==> src/rtl/mem_ctrl_pkg.sv <==
// Shared types and defaults for the memory-stage access controller.
// Also consumed by the fetch-side timeout logic.
package mem_ctrl_pkg;

  localparam int ADDR_W_DEF  = 16;
  localparam int DATA_W_DEF  = 16;
  localparam int TIMEOUT_DEF = 31;

  typedef enum logic [2:0] {
    S_IDLE,
    S_REQ,
    S_WAIT,
    S_DONE,
    S_ERR
  } state_e;

endpackage

==> src/rtl/mem_timeout_ctr.sv <==
// Clearable saturating up-counter with a terminal-count flag.
// Shared by the data-memory and instruction-fetch controllers.
module mem_timeout_ctr #(
  parameter int MAX = 31,
  parameter int W   = $clog2(MAX + 1)
) (
  input  logic clk,
  input  logic rst,
  input  logic clr,
  input  logic inc,
  output logic tc
);

  logic [W-1:0] cnt_q, cnt_d;

  assign tc = (cnt_q == W'(MAX));

  always_comb begin
    cnt_d = cnt_q;
    if (clr) begin
      cnt_d = '0;
    end else if (inc && !tc) begin
      cnt_d = cnt_q + 1'b1;
    end
  end

  always_ff @(posedge clk) begin
    if (rst) begin
      cnt_q <= '0;
    end else begin
      cnt_q <= cnt_d;
    end
  end

endmodule

==> src/rtl/mem_access_ctrl.sv <==
// Memory-stage controller: one load/store per instruction against a
// stalling data memory, with sticky error on bad or timed-out access.
module mem_access_ctrl
  import mem_ctrl_pkg::*;
#(
  parameter int ADDR_W  = ADDR_W_DEF,
  parameter int DATA_W  = DATA_W_DEF,
  parameter int TIMEOUT = TIMEOUT_DEF
) (
  input  logic              clk,
  input  logic              rst,
  input  logic              req_valid,
  input  logic              mem_read,
  input  logic              mem_write,
  input  logic [ADDR_W-1:0] alu_res,
  input  logic [DATA_W-1:0] store_data,
  output logic              stall_pipe,
  output logic [DATA_W-1:0] load_data,
  output logic              load_valid,
  output logic              err,
  output logic              dm_en,
  output logic              dm_wr,
  output logic [ADDR_W-1:0] dm_addr,
  output logic [DATA_W-1:0] dm_wdata,
  input  logic              dm_stall,
  input  logic              dm_done,
  input  logic [DATA_W-1:0] dm_rdata
);

  localparam int CNT_W = $clog2(TIMEOUT + 1);

  state_e            state_q, state_d;
  logic              dm_wr_q, dm_wr_d;
  logic [ADDR_W-1:0] dm_addr_q, dm_addr_d;
  logic [DATA_W-1:0] dm_wdata_q, dm_wdata_d;
  logic [DATA_W-1:0] load_data_q, load_data_d;
  logic              mem_op;
  logic              cnt_clr, cnt_inc, cnt_tc;

  assign mem_op = req_valid & (mem_read | mem_write);

  // Count is 1 on the first WAIT cycle, so tc marks the last allowed one.
  mem_timeout_ctr #(
    .MAX (TIMEOUT),
    .W   (CNT_W)
  ) u_tmo (
    .clk (clk),
    .rst (rst),
    .clr (cnt_clr),
    .inc (cnt_inc),
    .tc  (cnt_tc)
  );

  always_comb begin
    state_d     = state_q;
    dm_wr_d     = dm_wr_q;
    dm_addr_d   = dm_addr_q;
    dm_wdata_d  = dm_wdata_q;
    load_data_d = load_data_q;
    cnt_clr     = 1'b0;
    cnt_inc     = 1'b0;
    unique case (state_q)
      S_IDLE: begin
        cnt_clr = 1'b1;
        if (mem_op && mem_read && mem_write) begin
          state_d = S_ERR;
        end else if (mem_op && alu_res[0]) begin
          state_d = S_ERR;
        end else if (mem_op) begin
          dm_wr_d    = mem_write;
          dm_addr_d  = alu_res;
          dm_wdata_d = store_data;
          state_d    = S_REQ;
        end
      end
      S_REQ: begin
        if (!dm_stall) begin
          if (dm_done) begin
            state_d = S_DONE;
            if (!dm_wr_q) load_data_d = dm_rdata;
          end else begin
            state_d = S_WAIT;
            cnt_inc = 1'b1;
          end
        end
      end
      S_WAIT: begin
        cnt_inc = 1'b1;
        if (dm_done) begin
          state_d = S_DONE;
          if (!dm_wr_q) load_data_d = dm_rdata;
        end else if (cnt_tc) begin
          state_d = S_ERR;
        end
      end
      S_DONE: begin
        cnt_clr = 1'b1;
        state_d = S_IDLE;
      end
      S_ERR: begin
        state_d = S_ERR;
      end
      default: begin
        state_d = S_IDLE;
      end
    endcase
  end

  always_ff @(posedge clk) begin
    if (rst) begin
      state_q     <= S_IDLE;
      dm_wr_q     <= 1'b0;
      dm_addr_q   <= '0;
      dm_wdata_q  <= '0;
      load_data_q <= '0;
    end else begin
      state_q     <= state_d;
      dm_wr_q     <= dm_wr_d;
      dm_addr_q   <= dm_addr_d;
      dm_wdata_q  <= dm_wdata_d;
      load_data_q <= load_data_d;
    end
  end

  assign dm_en      = (state_q == S_REQ);
  assign dm_wr      = dm_wr_q;
  assign dm_addr    = dm_addr_q;
  assign dm_wdata   = dm_wdata_q;
  assign load_data  = load_data_q;
  assign load_valid = (state_q == S_DONE) && !dm_wr_q;
  assign err        = (state_q == S_ERR);
  assign stall_pipe = ((state_q == S_IDLE) && mem_op)
                    || (state_q == S_REQ)
                    || (state_q == S_WAIT)
                    || (state_q == S_ERR);

endmodule

==> config.mk <==
export PLATFORM = sky130hd
export DESIGN_NAME = mem_access_ctrl
export DESIGN_NICKNAME = d
export VERILOG_FILES = /design/src/rtl/mem_ctrl_pkg.sv /design/src/rtl/mem_timeout_ctr.sv /design/src/rtl/mem_access_ctrl.sv
export SDC_FILE = /design/constraint.sdc
export NUM_CORES = 1
export LEC_CHECK = 0
export ABC_AREA = 1
export ABC_CLOCK_PERIOD_IN_PS = 1400
export CORE_MARGIN = 3
export CORE_UTILIZATION = 40
export CTS_CLUSTER_DIAMETER = 60
export CTS_CLUSTER_SIZE = 30
export DETAILED_ROUTE_END_ITERATION = 10
export PLACE_DENSITY_LB_ADDON = 0.2
export SYNTH_ARGS = -nofsm -noshare
export SYNTH_HDL_FRONTEND = slang
export SYNTH_SLANG_ARGS = --single-unit
==> constraint.sdc <==
create_clock -name clk -period 1.4 [get_ports clk]
set_input_delay 0.28 -clock clk [delete_from_list [all_inputs] [get_ports clk]]
set_output_delay 0.28 -clock clk [all_outputs]
set_load 0.02 [all_outputs]
==> flow_metrics.tcl, run 1 <==
set metrics [dict create \
    status "finished with violations" \
    failed_checks "negative setup slack" \
    seq_area_frac_synth_pct 49.2 \
    seq_area_um2 1150 \
    yosysUniqueCellTypes 26 \
    grt_pass1_wl_um 10500 \
    rows 27 \
    ys_seq_elements 57 \
    synth.top_cell.area_share_pct 49.2 \
    insertion_delay_ns 0.33 \
    initial_utilization_pct 41.6 \
    irDropWorstVdd_mv 1.07 \
    numPlacedInstances 497 \
    ant_nets 0 \
    yosys.area.top_type "dfxtp_1" \
    grt_remaining_overflow 0 \
    drtPass1Iterations 4 \
    synth_fp_nets 359 \
    fp.dieW_um 82.2 \
    place_hpwl_um 4550 \
    vias 2557 \
    drt_wl_total_um 7440 \
    antenna_found_initial 0 \
    ctsHtreeMaxLevel 3 \
    endpoint_kind "primary output" \
    max_clock_freq_mhz 605 \
    cts_buffers 9 \
    core_um2 5570 \
    yosysWarnings 0 \
    path_class "reg2out" \
    final_common_cell "nor2_1" \
    setup_violations 38 \
    relSlewSlack_pct 81.1 \
    routed_via_density 4.85 \
    gp_congestion 0.857 \
    ctsLongestPathBuffers 2 \
    crit_arrival_ns 1.37 \
    clock-sinks 57 \
    drc_errors 0 \
    min_period_over_period_pct 118 \
    dieHeight_um 82.2 \
    postSynthAreaPerCell_um2 7.69 \
    cp_data_required_time_ns 1.12 \
    tns_ns -3.45 \
    hold_viol 0 \
    p_leak_nw 1.98 \
    syn_inst 302 \
    skew_ns 0.00744 \
    fin_ws_ns -0.253 \
    ys_top_cells_by_area "dfxtp_1 (49%), nor2_1 (15%), o21ai_1 (6.5%)" \
    syn_area_um2 2320 \
    numPortBuffers 107 \
    hold_buffers 0 \
    diodes 0 \
    instances_no_fill 527 \
    startpoint_type "register" \
    timing.final.crit_period_ns 1.65 \
    dpl_worst_slack_ns -0.742 \
    cp_max_fo 4 \
    num-fill-cells 434 \
    slew_viol_final 0 \
    hold_class "reg2reg" \
    drive_gt1_share_pct 27.9 \
    die_area_um2 6750 \
    track_usage_pct 20.3 \
    rsz0062_at_grt "yes" \
    fin_nets 507 \
    ioPinCount 108 \
    grt_max_degree 28 \
    syn_to_final_growth_pct 80.2 \
    power_density_nw_per_um2 1540 \
    max-cap-violations 0 \
    grt_pass1_vias 2370 \
    clock-root-buffer "clkbuf_8" \
    clk_pin_slew_ns 0.07 \
    cts_tree "yes" \
    worstMarginPinSlew_ns 0.283 \
    wl_per_cell_um 14.1 \
    dr.first_iter.drc_count 88 \
    multiInputGateArea_um2 1180 \
    mostFrequentLayoutCells "nor2_1 (80), dfxtp_1 (52), dlygate4sd2_1 (51)" \
]
[logic make-up (layout without fill, tap and decap cells)]
family | Yosys count | count (layout) | share of synthesized area (%)
compound gates | 57 | 57 | 12.3
xor+xnor | 2 | 2 | 0.755
fa+ha+maj | 2 | 2 | 1.08
buf+inv | 32 | 184 | 7.87
flops | 57 | 57 | 49.2
simple gates | 152 | 153 | 28.8
[per-layer routing]
metal	GRT usage, %	vias up	part of all wire (%)
met2	35.1	101	52
met3	5.75	9	7.8
met1	23.7	1177	39
met5	0	-	0
met4	7.81	0	0.82
li1	-	1270	-
[timing repair]
item                                    CTS  global route
setup buffers                             5             7
pin swaps                                 4            42
cloned                                    2             3
endpoints found under the setup margin   71            60
gates resized for setup                  89            64
[synth_stat cells, drive strengths merged]
library cell / n
nor3: 16
nor2: 99
nand3: 10
xor2: 2
ha: 2
dfxtp: 57
or3: 1
clkinv: 1
inv: 17
buf: 9
o21ai: 53
clkbuf: 5
a21oi: 4
nand2: 26
[state kept, by name, summed over array words and instances (netlist names)]
name	cells
dm_addr	16
load_data	16
dm_wr	1
u_tmo.cnt_q	5
dm_wdata	16
state_q	3
[power by group]
| group | leakage [nW] | switching, mW | internal (mW) |
|---|---|---|---|
| Sequential | 0.469 | 0.171 | 1.93 |
| Clock | 0.0998 | 0.641 | 0.812 |
| Combinational | 1.41 | 1.55 | 1.35 |
| Total | 1.98 | 2.37 | 4.09 |
[final timing paths]
check,from,depth (start not counted),to,slack [ns]
setup / recovery,state_q[1],5,stall_pipe,-0.25
hold / removal,dm_addr[0],2,dm_addr[0],0.44
setup reg to reg,state_q[0],10,dm_addr[3],-0.15
hold reg to reg,dm_addr[0],2,dm_addr[0],0.44
[layout make-up]
| type | count | area share, % |
|---|---|---|
| multi-input cells | 214 | 28.2 |
| clock inverters | 6 | 1.41 |
| inverters | 18 | 1.62 |
| clock buffers | 10 | 3.05 |
| repair buffers | 150 | 36.0 |
| flip-flops and latches | 57 | 27.6 |
| well taps | 72 | 2.15 |
[critical path: stages (launching register included)]
cell     delay (ns)
dfxtp_4        0.38
inv_2          0.05
nand2_2        0.06
nor2_2         0.05
or3_1          0.37
buf_6          0.14
[metrics by stage]
step	hold WS [ns]	total power [mW]	area (um^2)	util, %
floorplan	0.349	3.44	2320	-
global placement	0.429	4.59	3670	65.8
detailed placement	0.435	4.64	3670	65.8
CTS	0.442	6.10	3910	70.2
global route	0.457	6.81	4180	75.0
finish	0.439	6.46	4180	75.0
No activity file was read; power rests on OpenSTA's default activity.
==> run 2, diff against run 1 <==
--- a/config.mk
+++ b/config.mk
@@ -13,6 +13,7 @@
 export CTS_CLUSTER_SIZE = 30
 export DETAILED_ROUTE_END_ITERATION = 10
 export PLACE_DENSITY_LB_ADDON = 0.2
+export SLEW_MARGIN = 0
 export SYNTH_ARGS = -nofsm -noshare
 export SYNTH_HDL_FRONTEND = slang
 export SYNTH_SLANG_ARGS = --single-unit
==> results of run 2 <==
No change in the layout: final DEF, timing and power equal those of run 1.
==> run 3, diff against run 2 <==
--- a/config.mk
+++ b/config.mk
@@ -6,7 +6,7 @@
 export NUM_CORES = 1
 export LEC_CHECK = 0
 export ABC_AREA = 1
-export ABC_CLOCK_PERIOD_IN_PS = 1400
+export ABC_CLOCK_PERIOD_IN_PS = 2050
 export CORE_MARGIN = 3
 export CORE_UTILIZATION = 40
 export CTS_CLUSTER_DIAMETER = 60
==> constraint.sdc (replaced) <==
create_clock -name clk -period 2.05 [get_ports clk]
set_input_delay 0.41 -clock clk [delete_from_list [all_inputs] [get_ports clk]]
set_output_delay 0.41 -clock clk [all_outputs]
set_load 0.02 [all_outputs]
==> run 3 against run 2 <==
Against the previous run:
- the flow now finishes without violations
- combinational power fell by 47%
- critical path depth is 2 higher
- clock power decreased by 13%
- sequential cell count did not move
- hold slack improved by 0.0056 ns
- sequential share of layout area grew 3.2 points
- first-iteration DRC count down 18%
- cell area shrank 11%
- highest routed layer unchanged
==> flow_metrics.tcl, run 3 (synthesis results as in run 1) <==
set metrics [dict create \
    cts_tree "yes" \
    power_frac_clock_pct 29.9 \
    irDropWorstVdd_mv 0.583 \
    track_usage_pct 17.3 \
    num-fill-cells 480 \
    power_density_nw_per_um2 1140 \
    fin_nets 472 \
    relSlewSlack_pct 83.7 \
    switchingPower_mw 1.39 \
    p_int_mw 2.83 \
    dieHeight_um 82.2 \
    drive_gt1_share_pct 9.29 \
    p_leak_nw 1.57 \
    ant_nets 0 \
    endpoint_kind "primary output" \
    grt_pass1_vias 2108 \
    gp_congestion 0.875 \
    final_core_util_pct 66.6 \
    slew_viol_final 0 \
    clk_pin_slew_ns 0.07 \
    final_common_cell "clkdlybuf4s50_1" \
    numPortBuffers 107 \
    combinationalPowerShare_pct 36.4 \
    initial_utilization_pct 41.6 \
    diodes 0 \
    core_um2 5570 \
    insertion_delay_ns 0.33 \
    ctsLongestPathBuffers 2 \
    cp_data_required_time_ns 1.64 \
    grt_max_degree 34 \
    cts_setup_buffers 0 \
    hold_viol 0 \
    routed_via_density 4.66 \
    rsz0062_at_grt "no" \
    skew_ns 0.00956 \
    crit_start "mem_write" \
    ioPinCount 108 \
    die_area_um2 6750 \
    min_period_over_period_pct 96.4 \
    ctsHtreeMaxLevel 3 \
    switching_share_pct 32.8 \
    status "complete, no violations" \
    cts_buffers 9 \
    antenna_found_initial 0 \
    drtPass1Iterations 4 \
    hold_class "reg2reg" \
    startpoint_type "input pin" \
    grt_pass1_wl_um 9020 \
    hp-start "dm_addr[0]" \
    setup_violations 0 \
    drc_errors 0 \
    r2r_start "u_tmo.cnt_q[0]" \
    place_hpwl_um 4250 \
    crit_arrival_ns 1.57 \
    vias 2293 \
    worstMarginPinSlew_ns 0.242 \
    cp_max_fo 2 \
    p_seq_share_pct 33.7 \
    clock-root-buffer "clkbuf_8" \
    rows 27 \
    syn_to_final_growth_pct 60.0 \
    p_total_mw 4.22 \
    worst_hold_slack_ns 0.445 \
    grt_remaining_overflow 0 \
    max-cap-violations 0 \
    max_clock_freq_mhz 506 \
    path_class "in2out" \
    wl_per_cell_um 12.0 \
    mostFrequentLayoutCells "clkdlybuf4s50_1 (102), nor2_1 (94), dfxtp_1 (57)" \
    dr.first_iter.drc_count 72 \
    drt_wl_total_um 5890 \
    clock-sinks 57 \
    timing.final.crit_period_ns 1.98 \
    fp.dieW_um 82.2 \
    tns_ns 0 \
]
==> run 3: cell count changes in the layout (fill, tap and decap cells not counted), moves of 10 or more <==
cell             delta
buf_4              -21
clkdlybuf4s50_1    +52
dlygate4sd2_1      -50
nor2_1             +14
nor2_2             -10
nor3_1             +10
==> run 3: through the flow <==
step	worst slack, ns	cell area, um^2	std cells
after global placement	-0.287	3460	476
after CTS	0.0355	3700	492
after floorplan	0.525	2320	302
after global routing	0.00892	3710	492
final	0.0747	3710	492
after detailed placement	-0.360	3460	476
==> run 3: what timing repair did <==
action / in CTS / in global routing
hold buffers: 0 / 0
setup endpoints to repair: 2 / 3
pin swaps: 0 / 0
resized for setup: 5 / 6
cloned: 0 / 0
==> run 3: routing by layer <==
| layer | share of wire (%) | global-route usage [%] |
|---|---|---|
| met1 | 45 | 21.3 |
| met2 | 44 | 26.7 |
| met3 | 9.0 | 6.72 |
| met4 | 1.1 | 7.64 |
| met5 | 0 | 0 |
==> run 3: final cells by class <==
type | instances | area (um^2) | share of cell area, %
timing repair buffer | 116 | 1170 | 31.5
sequential | 57 | 1140 | 30.7
tap | 72 | 90.1 | 2.43
multi-input combinational | 213 | 1000 | 26.9
clock inverter | 5 | 103 | 2.76
inverter | 18 | 67.6 | 1.82
clock buffer | 11 | 141 | 3.81
==> run 3: power groups by stage <==
stage	Clock [mW]	Combinational [mW]	Sequential (mW)
floorplan	0	0.685	1.66
global placement	0	1.52	1.44
detailed placement	0	1.54	1.44
CTS	1.30	1.54	1.42
global route	1.35	1.67	1.45
finish	1.26	1.53	1.42
==> run 3: worst max-delay path, stage by stage <==
cell and delay [ns]:
clkdlybuf4s50_1 0.42, inv_1 0.08, nand2_1 0.07, nand2_2 0.07, nor2_2 0.04, or3_1 0.33
buf_6 0.15
==> run 3: worst paths after layout <==
check | end | slack (ns) | cells after the start
hold / removal | dm_addr[0] | 0.44 | 2
hold reg to reg | dm_addr[0] | 0.44 | 2
setup / recovery | stall_pipe | 0.07 | 7
setup reg to reg | u_tmo.cnt_q[4] | 0.55 | 9
